==> config.mk <==
export PLATFORM = sky130hd
export DESIGN_NAME = mega65_keyboard
export DESIGN_NICKNAME = d
export VERILOG_FILES = /design/src/rtl/mega65_kb_pkg.sv /design/src/rtl/mega65_kb_fifo.sv /design/src/rtl/mega65_keyboard.sv
export SDC_FILE = /design/constraint.sdc
export NUM_CORES = 1
export LEC_CHECK = 0
export ABC_CLOCK_PERIOD_IN_PS = 3900
export CORE_ASPECT_RATIO = 1.4
export CORE_MARGIN = 8
export CORE_UTILIZATION = 40
export CTS_CLUSTER_SIZE = 8
export DETAILED_ROUTE_END_ITERATION = 8
export HOLD_SLACK_MARGIN = 0.1
export PLACE_DENSITY = 0.61
export RECOVER_POWER = 50
export SYNTH_ARGS = -nofsm -noshare
export SYNTH_HDL_FRONTEND = slang
export SYNTH_SLANG_ARGS = --single-unit
==> constraint.sdc <==
create_clock -name bus_clk -period 3.9 [get_ports bus_clk]
set_input_delay 0.975 -clock bus_clk [delete_from_list [all_inputs] [get_ports bus_clk]]
set_output_delay 0.975 -clock bus_clk [all_outputs]
set_load 0.02 [all_outputs]
==> src/rtl/mega65_kb_pkg.sv <==
// Shared constants and event format for the MEGA65 smart-keyboard link.
package mega65_kb_pkg;

    localparam int KEY_COUNT     = 80;
    localparam int LED_BITS      = 24;
    localparam int EVT_PRESS_BIT = 7;

    // Matrix indices consumed by the software keymap tables
    localparam logic [6:0] KEY_RETURN  = 7'd1;
    localparam logic [6:0] KEY_LSHIFT  = 7'd15;
    localparam logic [6:0] KEY_RSHIFT  = 7'd52;
    localparam logic [6:0] KEY_RUNSTOP = 7'd63;

    typedef struct packed {
        logic       press;
        logic [6:0] key;
    } kb_event_t;

endpackage

==> src/rtl/mega65_kb_fifo.sv <==
// Show-ahead event FIFO; head is forced to zero while empty.
module mega65_kb_fifo #(
    parameter int DEPTH = 8
) (
    input  logic       bus_clk,
    input  logic       bus_reset_n,
    input  logic       push,
    input  logic [7:0] wdata,
    input  logic       pop,
    output logic [7:0] head,
    output logic       full,
    output logic       empty
);

    localparam int AW = $clog2(DEPTH);

    logic [7:0]    mem [DEPTH];
    logic [AW-1:0] wr_ptr, rd_ptr;
    logic [AW:0]   count;
    logic          do_push, do_pop;

    // Full is judged on the pre-pop count, so push during full+pop is lost
    assign full    = (count == (AW+1)'(DEPTH));
    assign empty   = (count == '0);
    assign do_push = push && !full;
    assign do_pop  = pop && !empty;
    assign head    = empty ? 8'h00 : mem[rd_ptr];

    always_ff @(posedge bus_clk) begin
        if (do_push) mem[wr_ptr] <= wdata;
    end

    always_ff @(posedge bus_clk or negedge bus_reset_n) begin
        if (!bus_reset_n) begin
            wr_ptr <= '0;
            rd_ptr <= '0;
            count  <= '0;
        end else begin
            if (do_push) wr_ptr <= wr_ptr + AW'(1);
            if (do_pop)  rd_ptr <= rd_ptr + AW'(1);
            count <= count + (AW+1)'(do_push) - (AW+1)'(do_pop);
        end
    end

endmodule

==> src/rtl/mega65_keyboard.sv <==
// MEGA65 keyboard link: slot sequencer, kio10 sampling, key matrix, event FIFO.
// Optional LED transmit in slots 1..24 is enabled by defining MEGA65_KB_LED_EN.
module mega65_keyboard
    import mega65_kb_pkg::*;
#(
    parameter int CLK_DIV    = 7,
    parameter int FRAME_BITS = 128,
    parameter int FIFO_DEPTH = 8
) (
    input  logic                 bus_clk,
    input  logic                 bus_reset_n,
    output logic                 io_kio8_o,
    output logic                 io_kio9_o,
    input  logic                 io_kio10_i,
    output logic                 io_event_valid,
    input  logic                 io_event_ready,
    output logic [7:0]           io_event_data,
    output logic [KEY_COUNT-1:0] io_matrix,
    output logic                 io_frame_done
`ifdef MEGA65_KB_LED_EN
    ,
    input  logic [LED_BITS-1:0]  io_leds
`endif
);

    localparam int DW = (CLK_DIV > 1) ? $clog2(CLK_DIV) : 1;
    localparam int SW = $clog2(FRAME_BITS);

    logic [DW-1:0] div;
    logic [SW-1:0] slot, slot_nxt;
    logic          live;
    logic [1:0]    sync;
    logic          div_end, slot_start, kio9_nxt;
    logic          in_keys, pressed, key_changed;
    logic [6:0]    key_idx;
    logic          fifo_full, fifo_empty;
    kb_event_t     evt;

`ifdef MEGA65_KB_LED_EN
    logic [LED_BITS-1:0] led_q;
    logic [4:0]          led_idx;
    assign led_idx = 5'(LED_BITS - int'(slot_nxt));
`endif

    assign div_end    = (div == DW'(CLK_DIV-1));
    // End of a high phase; before the first slot this ends the idle lead-in
    assign slot_start = div_end && io_kio8_o;
    assign slot_nxt   = (!live || slot == SW'(FRAME_BITS-1)) ? '0 : slot + SW'(1);

    always_comb begin
        kio9_nxt = (slot_nxt != '0);
`ifdef MEGA65_KB_LED_EN
        if (slot_nxt >= SW'(1) && slot_nxt <= SW'(LED_BITS))
            kio9_nxt = led_q[led_idx];
`endif
    end

    assign in_keys     = (slot != '0) && (slot <= SW'(KEY_COUNT));
    assign key_idx     = 7'(slot - SW'(1));
    assign pressed     = !sync[1];
    assign key_changed = slot_start && live && in_keys && (pressed != io_matrix[key_idx]);
    assign evt         = '{press: pressed, key: key_idx};

    always_ff @(posedge bus_clk or negedge bus_reset_n) begin
        if (!bus_reset_n) begin
            div           <= '0;
            slot          <= '0;
            live          <= 1'b0;
            sync          <= 2'b11;
            io_kio8_o     <= 1'b1;
            io_kio9_o     <= 1'b1;
            io_frame_done <= 1'b0;
            io_matrix     <= '0;
`ifdef MEGA65_KB_LED_EN
            led_q         <= '0;
`endif
        end else begin
            sync          <= {sync[0], io_kio10_i};
            div           <= div_end ? '0 : div + DW'(1);
            io_frame_done <= slot_start && live && (slot == SW'(FRAME_BITS-1));
            if (div_end) io_kio8_o <= !io_kio8_o;
            if (slot_start) begin
                slot      <= slot_nxt;
                live      <= 1'b1;
                io_kio9_o <= kio9_nxt;
`ifdef MEGA65_KB_LED_EN
                if (slot_nxt == '0) led_q <= io_leds;
`endif
            end
            // A dropped event leaves the matrix bit stale so the next frame retries
            if (key_changed && !fifo_full) io_matrix[key_idx] <= pressed;
        end
    end

    mega65_kb_fifo #(.DEPTH(FIFO_DEPTH)) u_fifo (
        .bus_clk     (bus_clk),
        .bus_reset_n (bus_reset_n),
        .push        (key_changed),
        .wdata       (evt),
        .pop         (io_event_ready),
        .head        (io_event_data),
        .full        (fifo_full),
        .empty       (fifo_empty)
    );

    assign io_event_valid = !fifo_empty;

endmodule

==> results.toml <==
[route]
ant_nets = 0
firstDrtPassIters = 5
drt_iter0_markers = 647
avgRoutedWirePerCell_um = 21.76
totalWireLength_um = 25660
dr_total_vias = 7009
drc_errors = 0
viasPerCell = 5.945

[sta]
setup_tns_ps = 0
max_freq_mhz = 272.1
timing.hold.ws_ps = 369.7
post-route-period-util_pct = 94.24
fin_crit_ps = 3676
maxSlewViolCount = 95
hold_viol_final = 0
worst_pin_slew_ps = 1713
finalSetupViolations = 0
max-slew-margin-rel_pct = -14.23
clock_skew_ps = 16.28
rsz0062_at_grt = "no"

[critical_path]
required_ps = 4210
critPathKind = "reg -> reg"
crit_fanout = 20
timing.critical_path.to_type = "flip-flop"
max_stage_delay_ps = 640
path_common_cell = "o2bb2ai_2"
critPathTopFamily = "compound AO/OA/AOI/OAI gates"
crit_path_top_delay_cell = "or4_1"
worst-path-buf-inv = 3
arrival_ps = 3990
crit_path_start_kind = "flip-flop"
path_cells = "buf_4 > or4_1 > o21ai_2 > o2bb2ai_2 > a222oi_1 > o2bb2ai_2 > nor3_1 > o21ai_4 > inv_2 > ha_1 > inv_1 > fa_1 > xnor2_1"

[worst_hold_path]
holdCritPathClass = "reg -> reg"

[final_layout]
seq_area_um2 = 4579
fin_cells = 1179
areaGrowthSynthToFinish_pct = 21.35
final_layout_size_suffix_gt1_share_pct = 13.83
fillers = 2011
multi_input_area_um2 = 3882
insertedDiodeCount = 0
final_nets = 884

[clock_network]
holdBufCountCts = 0
cts.sinks = 170
clock_tree.buffer_depth = 2
worstSkewPairLatency_ps = 440
clkSlewWorstSetupHoldPaths_ps = 70
cts_tree = "built"
cts_max_level = 4
cts_made_buffers = 17
cts_setup_buffers = 0
cts-root-buf = "clkbuf_16"

[yosys]
synthCells = 782
ys.flop_type = "dfrtp_1"
yosysTopAreaCellShare_pct = 28.82
synthArstFlopShare_pct = 62.35
synth_nets = 797
synth_seq_cells = 170
yosysTopAreaCell = "dfrtp_1"
synth_edf_count = 64
synth.distinct_cells = 68
yosysMostFrequentCell = "dfrtp_1"
ys_seq_area_share_pct = 51.71
syn_area_um2 = 8856
avgSynthCellArea_um2 = 11.32
ys_warn_count = 0
ys_top_cells_by_count = "dfrtp_1 (102), o31ai_1 (83), edfxtp_1 (64)"
yosys-top-cells-area = "dfrtp_1 (29%), edfxtp_1 (22%), mux4_2 (7.1%), o31ai_1 (7.0%), a2bb2oi_1 (3.3%)"

[grt]
grt_pass1_vias = 6988
grt_antenna_before_repair = 0
grt_usage_pct = 19.30
grt_pass1_wl_um = 40450
global_route.overflow_total = 0
grt_max_degree = 65

[die]
num_rows = 64
io_pins = 96
die_width_um = 141.8
start_util_pct = 40.66
die_area_um2 = 27220
coreArea_um2 = 21780
die_height_um = 192.1

[run]
maxCapViolCount = 2

[outcome]
status = "finished, violations left"
violations = "capacitance limit, slew limit"

[place]
dp_hpwl_um = 17470
dp.cells = 1147
routabilityCongestion = 0.8306
port-buffer-count = 95

[power]
vdd_drop_max_uv = 312.0
powerDensity_nw_per_um2 = 383.4
leakagePower_nw = 3.812
-- per-stage QoR --
step                instance area, um2  worst slack (ps)  total power, W  utilization [%]
floorplan                         8856            -333.6        0.002360                -
global placement                 10220             314.1        0.002536            46.93
detailed placement               10220             257.5        0.002536            46.93
CTS                              10780             214.5        0.004172            49.51
global route                     10750             43.75        0.004283            49.34
finish                           10750             224.5        0.004121            49.34
-- metal layers --
metal | up-vias | part of all wire [%] | track usage [%]
met4 | 0 | 2.4 | 8.081
met5 | - | 0 | 0
met2 | 243 | 52 | 34.14
met3 | 40 | 5.1 | 3.085
li1 | 3206 | - | -
met1 | 3520 | 40 | 22.84
-- cell type report --
| type | count | area share [%] |
|---|---|---|
| Sequential cell | 170 | 42.61 |
| Tap cell | 297 | 3.458 |
| Inverter | 22 | 0.7917 |
| Clock inverter | 14 | 1.246 |
| Timing Repair Buffer | 137 | 11.77 |
| Multi-Input combinational cell | 521 | 36.13 |
| Clock buffer | 18 | 3.993 |
-- where the power goes --
group          switching [W]  internal, W
combinational       0.000248     0.000254
clock               0.000794     0.000846
sequential         0.0000880      0.00189
-- flip-flops by register name, summed over array words and instances (netlist names) --
signal	flops
u_fifo.wr_ptr	3
sync	2
io_frame_done	1
io_kio8_o	1
div	3
u_fifo.mem	64
u_fifo.count	4
u_fifo.rd_ptr	3
live	1
io_matrix	80
io_kio9_o	1
slot	7
-- path summary, 6_finish.rpt --
check / start / to / slack (ps) / depth (start not counted)
worst min register to register: sync[0]$_DFF_PN1_ / sync[1]$_DFF_PN1_ / 370 / 0
worst max register to register: slot[0]$_DFFE_PN0N_ / u_fifo.count[2]$_DFF_PN0_ / 220 / 13
worst max-delay path: slot[0]$_DFFE_PN0N_ / u_fifo.count[2]$_DFF_PN0_ / 220 / 13
worst min-delay path: sync[0]$_DFF_PN1_ / sync[1]$_DFF_PN1_ / 370 / 0
min in group asynchronous: bus_reset_n / io_matrix[25]$_DFFE_PN0P_ / 950 / 1
max in group asynchronous: bus_reset_n / slot[5]$_DFFE_PN0N_ / 1060 / 2
-- cells in the final DEF, fill, tap and decap left out, drive strengths merged, types with 15 or more instances in the layout --
master / n
clkbuf: 25
clkdlybuf4s50: 66
o31ai: 84
edfxtp: 64
buf: 36
o21ai: 26
nor3: 45
mux4: 28
inv: 30
mux2i: 15
dlygate4sd3: 28
dfrtp: 102
a2bb2oi: 33
nor2: 33
nand2: 57
a31oi: 35
a21oi: 39
-- timing repair --
item | 4_1_cts | 5_1_grt
endpoints found under the hold margin | 0 | 0
resized for setup | 0 | 2
setup endpoints to repair | 0 | 3
-- cell families after synthesis --
kind of cell,Yosys count,share of synthesized area (%)
multiplexers,51,9.833
adder cells (fa/ha/maj),11,1.639
AO/OA/AOI/OAI,251,20.15
buffers and inverters,91,4.464
XOR/XNOR,12,1.272
flip-flops,170,51.71
AND/OR/NAND/NOR,196,10.94
-- worst reg2reg max path, delay by kind of cell, from the launching register on --
family	cells	cell delay [ps]
compound gates	5	1100
flops	1	380
simple gates	2	990
xor+xnor	1	130
buf+inv	3	400
fa+ha+maj	2	540
Note: power is estimated with default switching activity, not from simulation.
